### src/rtl/wb_slot_pkg.sv
// Shared definitions for the Wishbone slot router: FSM state encoding,
// CSR offsets within the CSR window, STATUS bit positions and the
// maximum number of downstream slots the router supports.
package wb_slot_pkg;

  localparam int MAX_SLOTS = 8;

  typedef enum logic [1:0] {
    ST_IDLE = 2'd0,
    ST_FWD  = 2'd1,
    ST_CSR  = 2'd2,
    ST_RESP = 2'd3
  } state_e;

  localparam logic [31:0] CSR_ENABLE   = 32'h00;
  localparam logic [31:0] CSR_STATUS   = 32'h04;
  localparam logic [31:0] CSR_IRQ_EN   = 32'h08;
  localparam logic [31:0] CSR_CNT_BASE = 32'h10;

  localparam int STATUS_TO_BIT  = 0;
  localparam int STATUS_SLOT_LSB = 8;
  localparam int STATUS_SLOT_MSB = 10;

endpackage

### src/rtl/wb_slot_csr.sv
// Control/status registers of the slot router.
// Optional feature macro: WB_SLOT_TXN_COUNT_EN (per-slot 16-bit
// saturating counters of completed forwarded transactions).
// Ports:
//   clk, rst      clock, synchronous active-high reset
//   wr_en         write strobe (one cycle, from the router CSR state)
//   off           byte offset within the CSR window
//   wdata, sel    write data and byte enables
//   to_set        timeout event, to_slot = slot that timed out
//   cnt_inc       per-slot completed-transaction pulse
//   rdata         read mux output for off
//   enable        slot enables, zero-padded to MAX_SLOTS
//   irq           STATUS.TO & IRQ_EN
module wb_slot_csr
  import wb_slot_pkg::*;
#(
  parameter int NUM_SLOTS = 4
) (
  input  logic                 clk,
  input  logic                 rst,
  input  logic                 wr_en,
  input  logic [31:0]          off,
  input  logic [31:0]          wdata,
  input  logic [3:0]           sel,
  input  logic                 to_set,
  input  logic [2:0]           to_slot,
  input  logic [MAX_SLOTS-1:0] cnt_inc,
  output logic [31:0]          rdata,
  output logic [MAX_SLOTS-1:0] enable,
  output logic                 irq
);

  logic [NUM_SLOTS-1:0] enable_q;
  logic                 to_q;
  logic [2:0]           slot_q;
  logic                 irq_en_q;
  logic [31:0]          cnt_rd;
  logic                 unused_wdata;

  assign unused_wdata = ^{wdata, sel[3:1]};

  always_ff @(posedge clk) begin
    if (rst) begin
      enable_q <= '1;
      to_q     <= 1'b0;
      slot_q   <= '0;
      irq_en_q <= 1'b0;
    end else begin
      if (wr_en && off == CSR_ENABLE && sel[0])
        enable_q <= wdata[NUM_SLOTS-1:0];
      if (wr_en && off == CSR_IRQ_EN && sel[0])
        irq_en_q <= wdata[0];
      // A timeout landing on the same edge as a W1C keeps TO set.
      if (to_set) begin
        to_q   <= 1'b1;
        slot_q <= to_slot;
      end else if (wr_en && off == CSR_STATUS && sel[0] && wdata[STATUS_TO_BIT]) begin
        to_q <= 1'b0;
      end
    end
  end

`ifdef WB_SLOT_TXN_COUNT_EN
  logic [15:0] cnt_q [NUM_SLOTS];
  logic        unused_cnt_inc;

  assign unused_cnt_inc = ^(cnt_inc >> NUM_SLOTS);

  always_ff @(posedge clk) begin
    for (int i = 0; i < NUM_SLOTS; i++) begin
      if (rst)
        cnt_q[i] <= '0;
      else if (wr_en && off == CSR_CNT_BASE + 32'(4 * i))
        cnt_q[i] <= '0;
      else if (cnt_inc[i] && cnt_q[i] != 16'hFFFF)
        cnt_q[i] <= cnt_q[i] + 16'd1;
    end
  end

  always_comb begin
    cnt_rd = '0;
    for (int i = 0; i < NUM_SLOTS; i++)
      if (off == CSR_CNT_BASE + 32'(4 * i))
        cnt_rd = {16'h0, cnt_q[i]};
  end
`else
  logic unused_cnt_inc;

  assign unused_cnt_inc = ^cnt_inc;
  assign cnt_rd = '0;
`endif

  always_comb begin
    rdata = '0;
    case (off)
      CSR_ENABLE: rdata = 32'(enable_q);
      CSR_STATUS: begin
        rdata[STATUS_TO_BIT]                   = to_q;
        rdata[STATUS_SLOT_MSB:STATUS_SLOT_LSB] = slot_q;
      end
      CSR_IRQ_EN: rdata = {31'h0, irq_en_q};
      default:    rdata = cnt_rd;
    endcase
  end

  assign enable = MAX_SLOTS'(enable_q);
  assign irq    = to_q & irq_en_q;

endmodule

### src/rtl/wb_slot_router.sv
// Wishbone front-end routing one classic-cycle transaction at a time from
// the user-area bus to NUM_SLOTS downstream slaves, with per-slot enables,
// an ack timeout that substitutes ERR_DATA, and a CSR window at index
// NUM_SLOTS. Optional feature macro: WB_SLOT_TXN_COUNT_EN (see wb_slot_csr).
// Ports:
//   wb_clk_i, wb_rst_i       clock, synchronous active-high reset
//   active                   router enable; gates all upstream outputs
//   wbs_*                    upstream Wishbone slave side
//   s_cyc_o, s_stb_o         per-slot cycle/strobe (one-hot or zero)
//   s_we_o/sel_o/adr_o/dat_o shared downstream request (zero when idle)
//   s_dat_i, s_ack_i         per-slot read data and acks
//   irq                      timeout interrupt (level)
//
// state | meaning
// IDLE  | waiting for a decoded request
// FWD   | request driven to one slot, timer running
// CSR   | local register access, one cycle
// RESP  | upstream ack for one cycle
module wb_slot_router
  import wb_slot_pkg::*;
#(
  parameter int          NUM_SLOTS  = 4,
  parameter logic [31:0] BASE_ADDR  = 32'h3000_0000,
  parameter int          SLOT_SHIFT = 8,
  parameter int          TIMEOUT    = 255,
  parameter logic [31:0] ERR_DATA   = 32'hDEAD_BEEF
) (
  input  logic                    wb_clk_i,
  input  logic                    wb_rst_i,
  input  logic                    active,
  input  logic                    wbs_cyc_i,
  input  logic                    wbs_stb_i,
  input  logic                    wbs_we_i,
  input  logic [3:0]              wbs_sel_i,
  input  logic [31:0]             wbs_adr_i,
  input  logic [31:0]             wbs_dat_i,
  output logic                    wbs_ack_o,
  output logic [31:0]             wbs_dat_o,
  output logic [NUM_SLOTS-1:0]    s_cyc_o,
  output logic [NUM_SLOTS-1:0]    s_stb_o,
  output logic                    s_we_o,
  output logic [3:0]              s_sel_o,
  output logic [SLOT_SHIFT-1:0]   s_adr_o,
  output logic [31:0]             s_dat_o,
  input  logic [32*NUM_SLOTS-1:0] s_dat_i,
  input  logic [NUM_SLOTS-1:0]    s_ack_i,
  output logic                    irq
);

  localparam logic [31:0] WIN_BYTES  = 32'(NUM_SLOTS + 1) << SLOT_SHIFT;
  localparam logic [31:0] OFF_MASK   = (32'd1 << SLOT_SHIFT) - 32'd1;
  localparam logic [15:0] TIMER_LAST = 16'(TIMEOUT - 1);
  localparam logic [MAX_SLOTS-1:0] ONE = {{(MAX_SLOTS-1){1'b0}}, 1'b1};

  state_e state_q, state_d;

  logic [31:0] rel_addr, slot_idx, csr_off;
  logic        hit, is_csr, req;
  logic [2:0]  idx3, slot_q;
  logic [15:0] timer_q;
  logic [31:0] resp_q, load_data, csr_rdata;
  logic        fwd_start, fwd_ack, fwd_to, csr_wr, load_en, csr_irq;

  logic [MAX_SLOTS-1:0] enable_pad, ack_pad, req_oh, cnt_inc;
  logic [31:0]          dat_arr [MAX_SLOTS];

  logic [NUM_SLOTS-1:0]  cyc_q;
  logic                  we_q;
  logic [3:0]            sel_q;
  logic [SLOT_SHIFT-1:0] adr_q;
  logic [31:0]           dat_q;

  // Unsigned offset from the base; anything below BASE_ADDR is excluded
  // explicitly since the subtraction wraps.
  assign rel_addr = wbs_adr_i - BASE_ADDR;
  assign hit      = (wbs_adr_i >= BASE_ADDR) && (rel_addr < WIN_BYTES);
  assign slot_idx = rel_addr >> SLOT_SHIFT;
  assign is_csr   = (slot_idx == 32'(NUM_SLOTS));
  assign idx3     = slot_idx[2:0];
  assign csr_off  = rel_addr & OFF_MASK;
  assign req      = active & wbs_cyc_i & wbs_stb_i & hit;
  assign req_oh   = ONE << idx3;
  assign cnt_inc  = fwd_ack ? (ONE << slot_q) : '0;

  // Pad slot-facing vectors to MAX_SLOTS so a 3-bit index is always in range.
  for (genvar g = 0; g < MAX_SLOTS; g++) begin : g_pad
    if (g < NUM_SLOTS) begin : g_live
      assign dat_arr[g] = s_dat_i[32*g +: 32];
      assign ack_pad[g] = s_ack_i[g];
    end else begin : g_tie
      assign dat_arr[g] = '0;
      assign ack_pad[g] = 1'b0;
    end
  end

  always_comb begin
    state_d   = state_q;
    fwd_start = 1'b0;
    fwd_ack   = 1'b0;
    fwd_to    = 1'b0;
    csr_wr    = 1'b0;
    load_en   = 1'b0;
    load_data = '0;
    case (state_q)
      ST_IDLE: begin
        if (req) begin
          if (is_csr) begin
            state_d = ST_CSR;
          end else if (enable_pad[idx3]) begin
            state_d   = ST_FWD;
            fwd_start = 1'b1;
          end else begin
            state_d = ST_RESP;
            load_en = 1'b1;
          end
        end
      end
      ST_FWD: begin
        // Ack is checked first so it wins over a coincident expiry.
        if (ack_pad[slot_q]) begin
          state_d   = ST_RESP;
          fwd_ack   = 1'b1;
          load_en   = 1'b1;
          load_data = dat_arr[slot_q];
        end else if (timer_q == TIMER_LAST) begin
          state_d   = ST_RESP;
          fwd_to    = 1'b1;
          load_en   = 1'b1;
          load_data = ERR_DATA;
        end
      end
      ST_CSR: begin
        state_d   = ST_RESP;
        csr_wr    = wbs_we_i;
        load_en   = 1'b1;
        load_data = csr_rdata;
      end
      ST_RESP: state_d = ST_IDLE;
      default: state_d = ST_IDLE;
    endcase
    if (!active) begin
      state_d   = ST_IDLE;
      fwd_start = 1'b0;
      fwd_ack   = 1'b0;
      fwd_to    = 1'b0;
      csr_wr    = 1'b0;
      load_en   = 1'b0;
    end
  end

  always_ff @(posedge wb_clk_i) begin
    if (wb_rst_i) begin
      state_q <= ST_IDLE;
      resp_q  <= '0;
      slot_q  <= '0;
      timer_q <= '0;
      cyc_q   <= '0;
      we_q    <= 1'b0;
      sel_q   <= '0;
      adr_q   <= '0;
      dat_q   <= '0;
    end else begin
      state_q <= state_d;
      if (load_en)
        resp_q <= load_data;
      if (fwd_start) begin
        slot_q  <= idx3;
        timer_q <= '0;
        cyc_q   <= req_oh[NUM_SLOTS-1:0];
        we_q    <= wbs_we_i;
        sel_q   <= wbs_sel_i;
        adr_q   <= wbs_adr_i[SLOT_SHIFT-1:0];
        dat_q   <= wbs_dat_i;
      end else if (state_d != ST_FWD) begin
        cyc_q <= '0;
        we_q  <= 1'b0;
        sel_q <= '0;
        adr_q <= '0;
        dat_q <= '0;
      end else begin
        timer_q <= timer_q + 16'd1;
      end
    end
  end

  wb_slot_csr #(
    .NUM_SLOTS(NUM_SLOTS)
  ) u_csr (
    .clk    (wb_clk_i),
    .rst    (wb_rst_i),
    .wr_en  (csr_wr),
    .off    (csr_off),
    .wdata  (wbs_dat_i),
    .sel    (wbs_sel_i),
    .to_set (fwd_to),
    .to_slot(slot_q),
    .cnt_inc(cnt_inc),
    .rdata  (csr_rdata),
    .enable (enable_pad),
    .irq    (csr_irq)
  );

  assign wbs_ack_o = active && (state_q == ST_RESP);
  assign wbs_dat_o = wbs_ack_o ? resp_q : '0;
  assign irq       = active & csr_irq;
  assign s_cyc_o   = cyc_q;
  assign s_stb_o   = cyc_q;
  assign s_we_o    = we_q;
  assign s_sel_o   = sel_q;
  assign s_adr_o   = adr_q;
  assign s_dat_o   = dat_q;

endmodule

### config.mk
export PLATFORM = sky130hd
export DESIGN_NAME = wb_slot_router
export DESIGN_NICKNAME = d
export VERILOG_FILES = /design/src/rtl/wb_slot_pkg.sv /design/src/rtl/wb_slot_csr.sv /design/src/rtl/wb_slot_router.sv
export SDC_FILE = /design/constraint.sdc
export NUM_CORES = 1
export LEC_CHECK = 0
export CAP_MARGIN = 30
export CORE_MARGIN = 10
export CORE_UTILIZATION = 36
export CTS_CLUSTER_DIAMETER = 30
export CTS_CLUSTER_SIZE = 16
export DETAILED_ROUTE_END_ITERATION = 12
export PLACE_DENSITY = 0.77
export SLEW_MARGIN = 20
export SYNTH_ARGS = -nofsm -noshare
export SYNTH_HDL_FRONTEND = slang
export SYNTH_SLANG_ARGS = --single-unit
### constraint.sdc
create_clock -name wb_clk_i -period 2.7 [get_ports wb_clk_i]
set_clock_uncertainty 0.05 [all_clocks]
set_input_delay 0.405 -clock wb_clk_i [delete_from_list [all_inputs] [get_ports wb_clk_i]]
set_output_delay 0.405 -clock wb_clk_i [all_outputs]
set_load 0.05 [all_outputs]
## Yosys cells after proc, flatten, opt, wreduce, memory -nomap -nowiden

Cells that the tools add are included.

| cells by class | value |
|---|---|
| add/sub/neg operators | 2 |
| $lt $le $gt $ge | 5 |
| equality and inequality tests | 8 |
| shift-type cells | 1 |
| multiplexer cells | 49 |
| bitwise gates (word level) | 6 |
| reduce and logical (&&, ||, !) cells | 14 |

Operators with widths:

| kind | count |
|---|---|
| 32-bit 2-to-1 mux | 7 |
| 32-bit binary-select mux with 3-bit select | 1 |
| 32-bit case mux with 2 select lines | 1 |
| 32-bit by 30-bit greater-or-equal comparator with 1-bit output, second input constant | 1 |
| 32-bit zero test | 1 |
| 32-bit by 11-bit less-than comparator with 1-bit output, second input constant | 1 |
| 32-bit by 30-bit subtractor with 32-bit output, second input constant | 1 |
| 24-bit by 3-bit == test with 1-bit output, second input constant | 1 |
| 1-bit 2-to-1 mux | 22 |
| 16-bit by 1-bit adder with 16-bit output, second input constant | 1 |
| 16-bit by 8-bit == test with 1-bit output, second input constant | 1 |
| 8-bit 2-to-1 mux | 2 |
| 2-bit 2-to-1 mux | 6 |
| 4-bit 2-to-1 mux | 3 |
| 1-bit logical AND | 9 |
| 8-bit by 3-bit == test with 1-bit output, second input constant | 1 |
| 8-bit by 4-bit == test with 1-bit output, second input constant | 1 |
| 3-bit by 4-bit less-than comparator with 1-bit output, second input constant | 2 |
| 2-bit case mux with 4 select lines | 1 |
| 1-bit binary-select mux with 3-bit select | 2 |
| 3-bit 2-to-1 mux | 2 |
| 1-bit case mux with 3 select lines | 2 |
| 1-bit bitwise AND | 5 |
| 2-bit == test, second input constant | 2 |
| 8 further kinds | 9 |

| word-level totals | value |
|---|---|
| bits in registers | 111 |
| bits of input ports | 206 |
| logic and storage cells | 98 |

## Longest topological paths before layout

Gate-level depths: netlist of run 1.

| logic depth | value |
|---|---|
| word-level depth | 11 |
| mapped depth | 10 |

## By module

Synthesis of run 1 repeated with hierarchy kept, for this count alone.

| unflattened totals | value |
|---|---|
| cell total of the unflattened synthesis | 653 |
| area total of the unflattened synthesis | 6,246.0 um2 |

By module, submodules not included:

| module | instances | cells each | area each (um2) |
|---|---|---|---|
| wb_slot_router | 1 | 559 | 5,452.7 |
| wb_slot_csr | 1 | 94 | 793.3 |

## Worst setup path before layout of run 1

OpenSTA, ideal clock, no wires.

| timing path | value |
|---|---|
| path type | reg-to-reg |
| from | register state_q[1] |
| to | register adr_q[0], in the netlist s_adr_o[0] |
| library setup time | 0.117 ns |
| arrival time | 2.338 ns |
| required time | 2.533 ns |
| slack | 0.195 ns |
| stages on the path, launching flop included | 11 |
| cells stage by stage | dfxtp_1 inv_1 ha_1 nor4bb_1 and4_1 a2111oi_4 o32ai_4 nor2_2 buf_2 buf_2 a22o_1 |

| on the way | value |
|---|---|
| word-level cells in the longest chain between the ends | 6 |
| elaborated cells on any way between the ends | 14 |
| classes of those cells | 4 x eq/ne; 8 x mux; 2 x reduce/logical |

RTL lines:

| item | RTL line | source |
|---|---|---|
| start: declaration | wb_slot_router.sv:55 | `state_e state_q, state_d;` |
| start signal: assignment | wb_slot_router.sv:163 | `state_q <= state_d;` |
| 2-bit 2-to-1 mux | wb_slot_router.sv:125 | `end else if (timer_q == TIMER_LAST) begin` |
| 2-bit 2-to-1 mux | wb_slot_router.sv:120 | `if (ack_pad[slot_q]) begin` |
| 2-bit case mux with 4 select lines | wb_slot_router.sv:104 | `case (state_q)` |
| 2-bit 2-to-1 mux | wb_slot_router.sv:141 | `if (!active) begin` |
| 2-bit by 1-bit != test with 1-bit output | wb_slot_router.sv:174 | `end else if (state_d != ST_FWD) begin` |
| 2-bit nonzero test (no line) | - |  |
| end signal: assignment | wb_slot_router.sv:172 | `adr_q <= wbs_adr_i[SLOT_SHIFT-1:0];` |
| end: declaration | wb_slot_router.sv:70 | `logic [SLOT_SHIFT-1:0] adr_q;` |

Several ways; a longest one is shown, not always the timed one.
A chain may end at the register's enable or synchronous reset.

## Worst setup path in the final report of run 1

| timing path | value |
|---|---|
| from | input wbs_adr_i[24] |
| to | register timer_q[9] |

| on the way | value |
|---|---|
| word-level cells in the longest chain between the ends | 8 |
| elaborated cells on any way between the ends | 16 |
| classes of those cells | 1 x add/sub; 2 x order compare; 2 x eq/ne; 8 x mux; 1 x bitwise; 2 x reduce/logical |

RTL lines:

| item | RTL line | source |
|---|---|---|
| start: declaration | wb_slot_router.sv:35 | `input logic [31:0] wbs_adr_i,` |
| 32-bit by 30-bit subtractor with 32-bit output | wb_slot_router.sv:75 | `assign rel_addr = wbs_adr_i - BASE_ADDR;` |
| 32-bit by 11-bit less-than comparator with 1-bit output | wb_slot_router.sv:76 | `assign hit = (wbs_adr_i >= BASE_ADDR) && (rel_addr < WIN_BYTES);` |
| 1-bit logical AND | wb_slot_router.sv:76 |  |
| 1-bit bitwise AND | wb_slot_router.sv:81 | `assign req = active & wbs_cyc_i & wbs_stb_i & hit;` |
| 2-bit 2-to-1 mux or 1-bit 2-to-1 mux (tied branches) | wb_slot_router.sv:106 | `if (req) begin` |
| 2-bit case mux with 4 select lines or 1-bit 2-to-1 mux (tied branches) | wb_slot_router.sv:104 |  |
| 2-bit 2-to-1 mux or 1-bit 2-to-1 mux (tied branches) | wb_slot_router.sv:141 |  |
| 2-bit by 1-bit != test with 1-bit output or 2-bit OR reduction (tied branches) | - |  |
| end signal: assignment | wb_slot_router.sv:181 | `timer_q <= timer_q + 16'd1;` |
| end: declaration | wb_slot_router.sv:60 | `logic [15:0] timer_q;` |

Several ways; a longest one is shown, not always the timed one.

==> results of run 1 <==
## power breakdown
group          leakage [nW]     switching (W)  internal [W]
combinational          2.59          0.000119      0.000315
sequential            0.895  0.00000000000741       0.00164
clock                 0.150          0.000618      0.000779
total                  3.63          0.000737       0.00273
## layout make-up
cell class / count / area [sq um]
Fill cell: 1254 / 5520
Timing Repair Buffer: 343 / 3740
Multi-Input combinational cell: 385 / 3190
Sequential cell: 111 / 2220
Tap cell: 211 / 264
Clock buffer: 11 / 253
Clock inverter: 5 / 65.1
Inverter: 12 / 45.0
## cell families (layout without fill, tap and decap cells)
logic type	count (synthesis)	in the layout
AO/OA/AOI/OAI	137	137
multiplexers	48	48
buffers and inverters	64	371
AND/OR/NAND/NOR	193	193
adder cells (fa/ha/maj)	7	7
flip-flops	111	111
## critical path: stages
cell and delay [ns]:
clkdlybuf4s50_1 0.44, nor4_4 0.31, o211ai_1 0.18, nor4_2 0.43, o32ai_4 0.15, buf_6 0.20
or4_1 0.51, a21oi_1 0.16
## flip-flops by register name, indices dropped and copies added (netlist names)
signal / count
u_csr.slot_q: 3
s_we_o: 1
s_dat_o: 32
u_csr.enable_q: 4
resp_q: 32
s_adr_o: 8
state_q: 2
s_cyc_o: 4
s_sel_o: 4
slot_q: 3
timer_q: 16
u_csr.to_q: 1
u_csr.irq_en_q: 1
## per-stage QoR
step                      power [W]  hold WS, ns  instance area (sq um)
final                       0.00347        0.405                   9790
after global routing        0.00360        0.430                   9790
after CTS                   0.00351        0.407                   9770
after detailed placement    0.00211        0.397                   9460
after global placement      0.00210        0.390                   9430
after floorplan             0.00176        0.377                   5670
## per-layer routing
layer	vias up	global-route usage	routed length, um
li1	2772	-	-
met3	20	0.0661	1670
met2	216	0.348	11200
met4	2	0.0592	341
met5	-	0	12
met1	2715	0.217	8250
## repair_timing
item / 4_1_cts / 5_1_grt
hold buffers: 0 / 0
endpoints found under the setup margin: 0 / 1
resized for setup: 0 / 3
## placed cells by master (no fill, tap or decap), types with 3 or more instances in the layout
master,synthesis,layout
nor3_1,4,4
nand2_1,25,25
nand3_1,27,27
mux2i_1,15,14
dfxtp_1,111,109
nand4_1,8,8
clkbuf_16,0,9
nand2b_1,3,3
nor2_1,45,44
or4_1,11,11
a21oi_1,20,20
o21ai_0,10,10
and3_1,36,36
nor2b_1,3,3
a22o_1,46,46
buf_12,0,40
o31ai_1,29,28
buf_4,5,43
and4_1,4,4
and2_1,3,3
nor4_2,4,3
a22oi_1,7,7
or2_2,4,4
o2bb2ai_1,4,4
mux4_2,33,33
nor4_1,5,5
clkdlybuf4s50_1,0,258
ha_1,7,7
inv_1,11,11
## worst paths after layout
check           startpoint         end  depth (start not counted)
max          wbs_adr_i[24]  timer_q[9]                          8
min reg2reg      resp_q[8]   resp_q[8]                          2
min              resp_q[8]   resp_q[8]                          2
max reg2reg     state_q[1]   resp_q[0]                         10
==> metrics.cfg, run 1 <==
[timing]
finalMaxSlewViolations=0
timing.fmax_mhz=391
slew_headroom=0.618
fin_ws_ns=0.140
rsz0062_at_grt=false
setup_viol=0
tns_ns=0
layout_min_cycle_time_ns=2.56
worst_pin_slew_ns=0.568
period_share=0.948
hold_viol_final=0

[logic_synthesis]
ys_types=57
synth-edff-count=0
yosysTopAreaCellShare=0.392
ys_warn_count=0
yosys.area_share.adder=0.0155
synth_top_family_by_area=compound AO/OA/AOI/OAI gates
yosys_most_used_dff=dfxtp_1
yosys_register_bits=111
synth_area_leader_cell=dfxtp_1
synth_compound_area_frac=0.193
avgSynthCellArea_sq_um=10.1
synth_most_common_cell=dfxtp_1
synthMuxAreaShare=0.158
synth-simple-area-share=0.191
synth_nets=773
synth-xor-area-share=0
ys_seq_area_frac=0.392
synthTopCellsByArea=dfxtp_1, mux4_2, a22o_1, and3_1, o31ai_1
syn_area_sq_um=5670
async_flop_share=0
synthCells=560
ys_top_cells_by_count=dfxtp_1, a22o_1, nor2_1

[status]
status=finished, final reports clean

[global_routing]
grt_pass1_vias=5948
track_usage=0.196
grt_max_degree=40
grt_pass1_wl_mm=33.5
grt.overflow.total=0
antenna_found_initial=1

[floorplanning]
initial_utilization=0.370
fp.dieH_um=145
coreArea_sq_um=15300
rows=45
boundaryPins=293
die-area_sq_um=21200
die_x_um=145

[cells_and_area]
fin_cells=1078
diodes=0
nets=1075
drive_gt1_frac=0.182
synthToLayoutAreaGrowth_pct=72.8
fin_util=0.639

[setup_path]
cp-end-kind=flip-flop
path_class=primary input to flip-flop
cp-start-kind=primary input
worst_ep_required_time_ns=2.94
worstPathMaxFanout=27
arrival_ns=2.80
ff2ff_setup_slack_ns=0.14

[placement]
io_buffers=292
placedCellCount=1062
gp_congestion=0.890
dp_slack_ns=-0.247
hpwl_mm=17.5

[detailed_routing]
ant_nets=0
vias_per_cell=5.31
drt_iter0_drc=367
drcViolationCount=0
num_vias=5725
drt-pass1-iter-count=7
wl_per_cell_um=19.9
wirelength_mm=21.5

[clocking]
clk_latency_ns=0.35
cts_max_path_buffers=2
cts-htree-levels=3
cts_buffers=9
cts_setup_buffers=0
cts.sinks=111
cts_tree=built
clk_pin_slew_ns=0.07
cts-root-buf=clkbuf_16

[min_path]
hold_path.class=flip-flop to flip-flop

[power]
ir_drop_uv=365
p_per_area_nw_per_um2=354
p_leak_nw=3.63

[flow_run]
maxCapViolCount=0

(Power assumes the default switching activity.)
==> run 2, diff against run 1 <==
--- a/config.mk
+++ b/config.mk
@@ -7,11 +7,12 @@
 export LEC_CHECK = 0
 export CAP_MARGIN = 30
 export CORE_MARGIN = 10
-export CORE_UTILIZATION = 36
+export CORE_UTILIZATION = 40
 export CTS_CLUSTER_DIAMETER = 30
 export CTS_CLUSTER_SIZE = 16
 export DETAILED_ROUTE_END_ITERATION = 12
-export PLACE_DENSITY = 0.77
+export GPL_TIMING_DRIVEN = 0
+export PLACE_DENSITY = 0.81
 export SLEW_MARGIN = 20
 export SYNTH_ARGS = -nofsm -noshare
 export SYNTH_HDL_FRONTEND = slang
==> constraint.sdc (replaced) <==
create_clock -name wb_clk_i -period 3.1 [get_ports wb_clk_i]
set_clock_uncertainty 0.05 [all_clocks]
set_input_delay 0.465 -clock wb_clk_i [delete_from_list [all_inputs] [get_ports wb_clk_i]]
set_output_delay 0.465 -clock wb_clk_i [all_outputs]
set_load 0.05 [all_outputs]
==> metrics.cfg, run 2 (synthesis results as in run 1) <==
[floorplanning]
boundaryPins=293  ; unchanged
coreArea_sq_um=13900  ; was 15300 sq um
rows=43  ; was 45
fp.dieH_um=139  ; was 145 um
initial_utilization=0.408  ; was 0.370
die-area_sq_um=19300  ; was 21200 sq um
die_x_um=139  ; was 145 um

[clocking]
cts.sinks=111  ; unchanged
cts_tree=built  ; unchanged
clk_pin_slew_ns=0.07  ; about the same
clk_latency_ns=0.35  ; about the same
cts_max_path_buffers=2  ; unchanged
cts-root-buf=clkbuf_16  ; unchanged
cts-htree-levels=3  ; unchanged
cts_buffers=9  ; unchanged

[power]
total_power_w=0.00290  ; was 0.00347 W
p_leak_nw=3.41  ; was 3.63 nW
p_per_area_nw_per_um2=322  ; was 354 nW/um^2
ir_drop_uv=269  ; was 365 uV

[timing]
setup_viol=0  ; unchanged
timing.fmax_mhz=329
slew_headroom=0.564  ; was 0.618
layout_min_cycle_time_ns=3.04
worst_pin_slew_ns=0.654  ; was 0.568 ns
period_share=0.980
finalMaxSlewViolations=0  ; unchanged
hold_viol_final=0  ; unchanged
rsz0062_at_grt=false  ; unchanged

[cells_and_area]
final_common_cell=clkdlybuf4s50_1  ; unchanged
drive_gt1_frac=0.115  ; was 0.182
mostFrequentLayoutCells=clkdlybuf4s50_1, dfxtp_1, a22o_1, nor2_1, and3_1  ; was clkdlybuf4s50_1, dfxtp_1, a22o_1, nor2_1, buf_4
synthToLayoutAreaGrowth_pct=59.1  ; was 72.8%
diodes=0  ; unchanged
nets=1076  ; was 1075
fin_util=0.650  ; was 0.639

[setup_path]
arrival_ns=2.52  ; was 2.80 ns
worst_ep_required_time_ns=2.58  ; was 2.94 ns
cp-start-kind=primary input  ; unchanged
crit_top_cell=clkdlybuf4s50_1
slowest_stage=clkdlybuf4s50_1  ; was or4_1
path_delay_family=buffers and inverters  ; was simple AND/OR/NAND/NOR gates
path_buf_inv=3  ; was 2
path_cells=clkdlybuf4s50_1 > clkbuf_2 > and3_1 > clkdlybuf4s50_1  ; was clkdlybuf4s50_1 > nor4_4 > o211ai_1 > nor4_2 > o32ai_4 > buf_6 > or4_1 > a21oi_1
critPathMaxStageDelay_ns=0.83  ; was 0.51 ns
path_class=primary input to output pin  ; was primary input to flip-flop
cp-end-kind=output pin  ; was flip-flop
worstPathMaxFanout=10  ; was 27

[min_path]
hold_path.class=flip-flop to flip-flop  ; unchanged

[detailed_routing]
ant_nets=0  ; unchanged
drt_iter0_drc=290  ; was 367
vias_per_cell=5.51  ; was 5.31
drcViolationCount=0  ; unchanged
wl_per_cell_um=20.4  ; was 19.9 um
maxUsedRoutingLayer=met4  ; was met5
wirelength_mm=21.3  ; was 21.5 mm
met2_length_mm=11.0  ; was 11.2 mm
met3_length_mm=1.93  ; was 1.67 mm
wl_met1_mm=8.09  ; was 8.25 mm
drt-pass1-iter-count=5  ; was 7
num_vias=5764  ; was 5725

[global_routing]
track_usage=0.212  ; was 0.196
grt_pass1_vias=6046  ; was 5948
grt.overflow.total=0  ; unchanged
antenna_found_initial=0  ; was 1
grt_pass1_wl_mm=33.1  ; was 33.5 mm
grt_max_degree=19  ; was 40

[status]
status=finished, final reports clean  ; unchanged

[placement]
hpwl_mm=17.6  ; was 17.5 mm
gp_congestion=0.876  ; was 0.890
io_buffers=289  ; was 292

[flow_run]
maxCapViolCount=0  ; unchanged

-- run 2: metrics by stage --
step	hold WS (ns)	setup TNS [ns]	std cells	instance area, sq um	setup WS, ns
detailed placement	0.395	-21.38	1030	8790	-0.396
finish	0.412	0	1047	9020	0.0633
global placement	0.386	-22.95	1029	8780	-0.381
floorplan	0.377	0	560	5670	0.595
CTS	0.403	0	1045	9030	0.0101
global route	0.415	0	1047	9020	0.000937
-- run 2: cell type report --
| cell class | instances | area (sq um) |
|---|---|---|
| Fill cell | 1173 | 4860 |
| Multi-Input combinational cell | 385 | 3160 |
| Timing Repair Buffer | 292 | 2840 |
| Sequential cell | 111 | 2220 |
| Buffer | 52 | 244 |
| Clock buffer | 10 | 239 |
| Tap cell | 180 | 225 |
| Inverter | 12 | 45.0 |
| Clock inverter | 5 | 41.3 |
-- run 2: where the power goes --
part              switching [W]  total (W)  internal, W
combinational         0.0000973   0.000361     0.000264
clock                  0.000544    0.00112     0.000574
sequential     0.00000000000959    0.00142      0.00142
-- run 2: worst reg2reg max path: cells and delay by family (launching register included) --
| kind | cells | cell delay [ns] |
|---|---|---|
| AO/OA/AOI/OAI | 3 | 0.76 |
| flip-flops | 1 | 0.36 |
| buffers and inverters | 3 | 0.57 |
| AND/OR/NAND/NOR | 3 | 0.77 |
| adder cells (fa/ha/maj) | 1 | 0.28 |
-- run 2: path summary, 6_finish.rpt --
| check | from | end | slack (ns) | depth (start not counted) |
|---|---|---|---|---|
| setup reg to reg | state_q[1] | s_dat_o[28] | 0.22 | 10 |
| setup / recovery | active | wbs_dat_o[0] | 0.06 | 4 |
| hold reg to reg | resp_q[15] | resp_q[15] | 0.41 | 2 |
| hold / removal | resp_q[15] | resp_q[15] | 0.41 | 2 |
-- run 2: layer usage --
metal | GRT usage | up-vias
li1 | - | 2776
met1 | 0.218 | 2690
met2 | 0.386 | 278
met3 | 0.0832 | 20
met4 | 0.0626 | 0
met5 | 0 | -
-- run 2: timing repair --
action / in CTS / in global routing
pin swaps: 0 / 1
hold buffers: 0 / 0
buffers inserted: 0 / 1
gates resized for setup: 31 / 23
endpoints found under the setup margin: 34 / 56
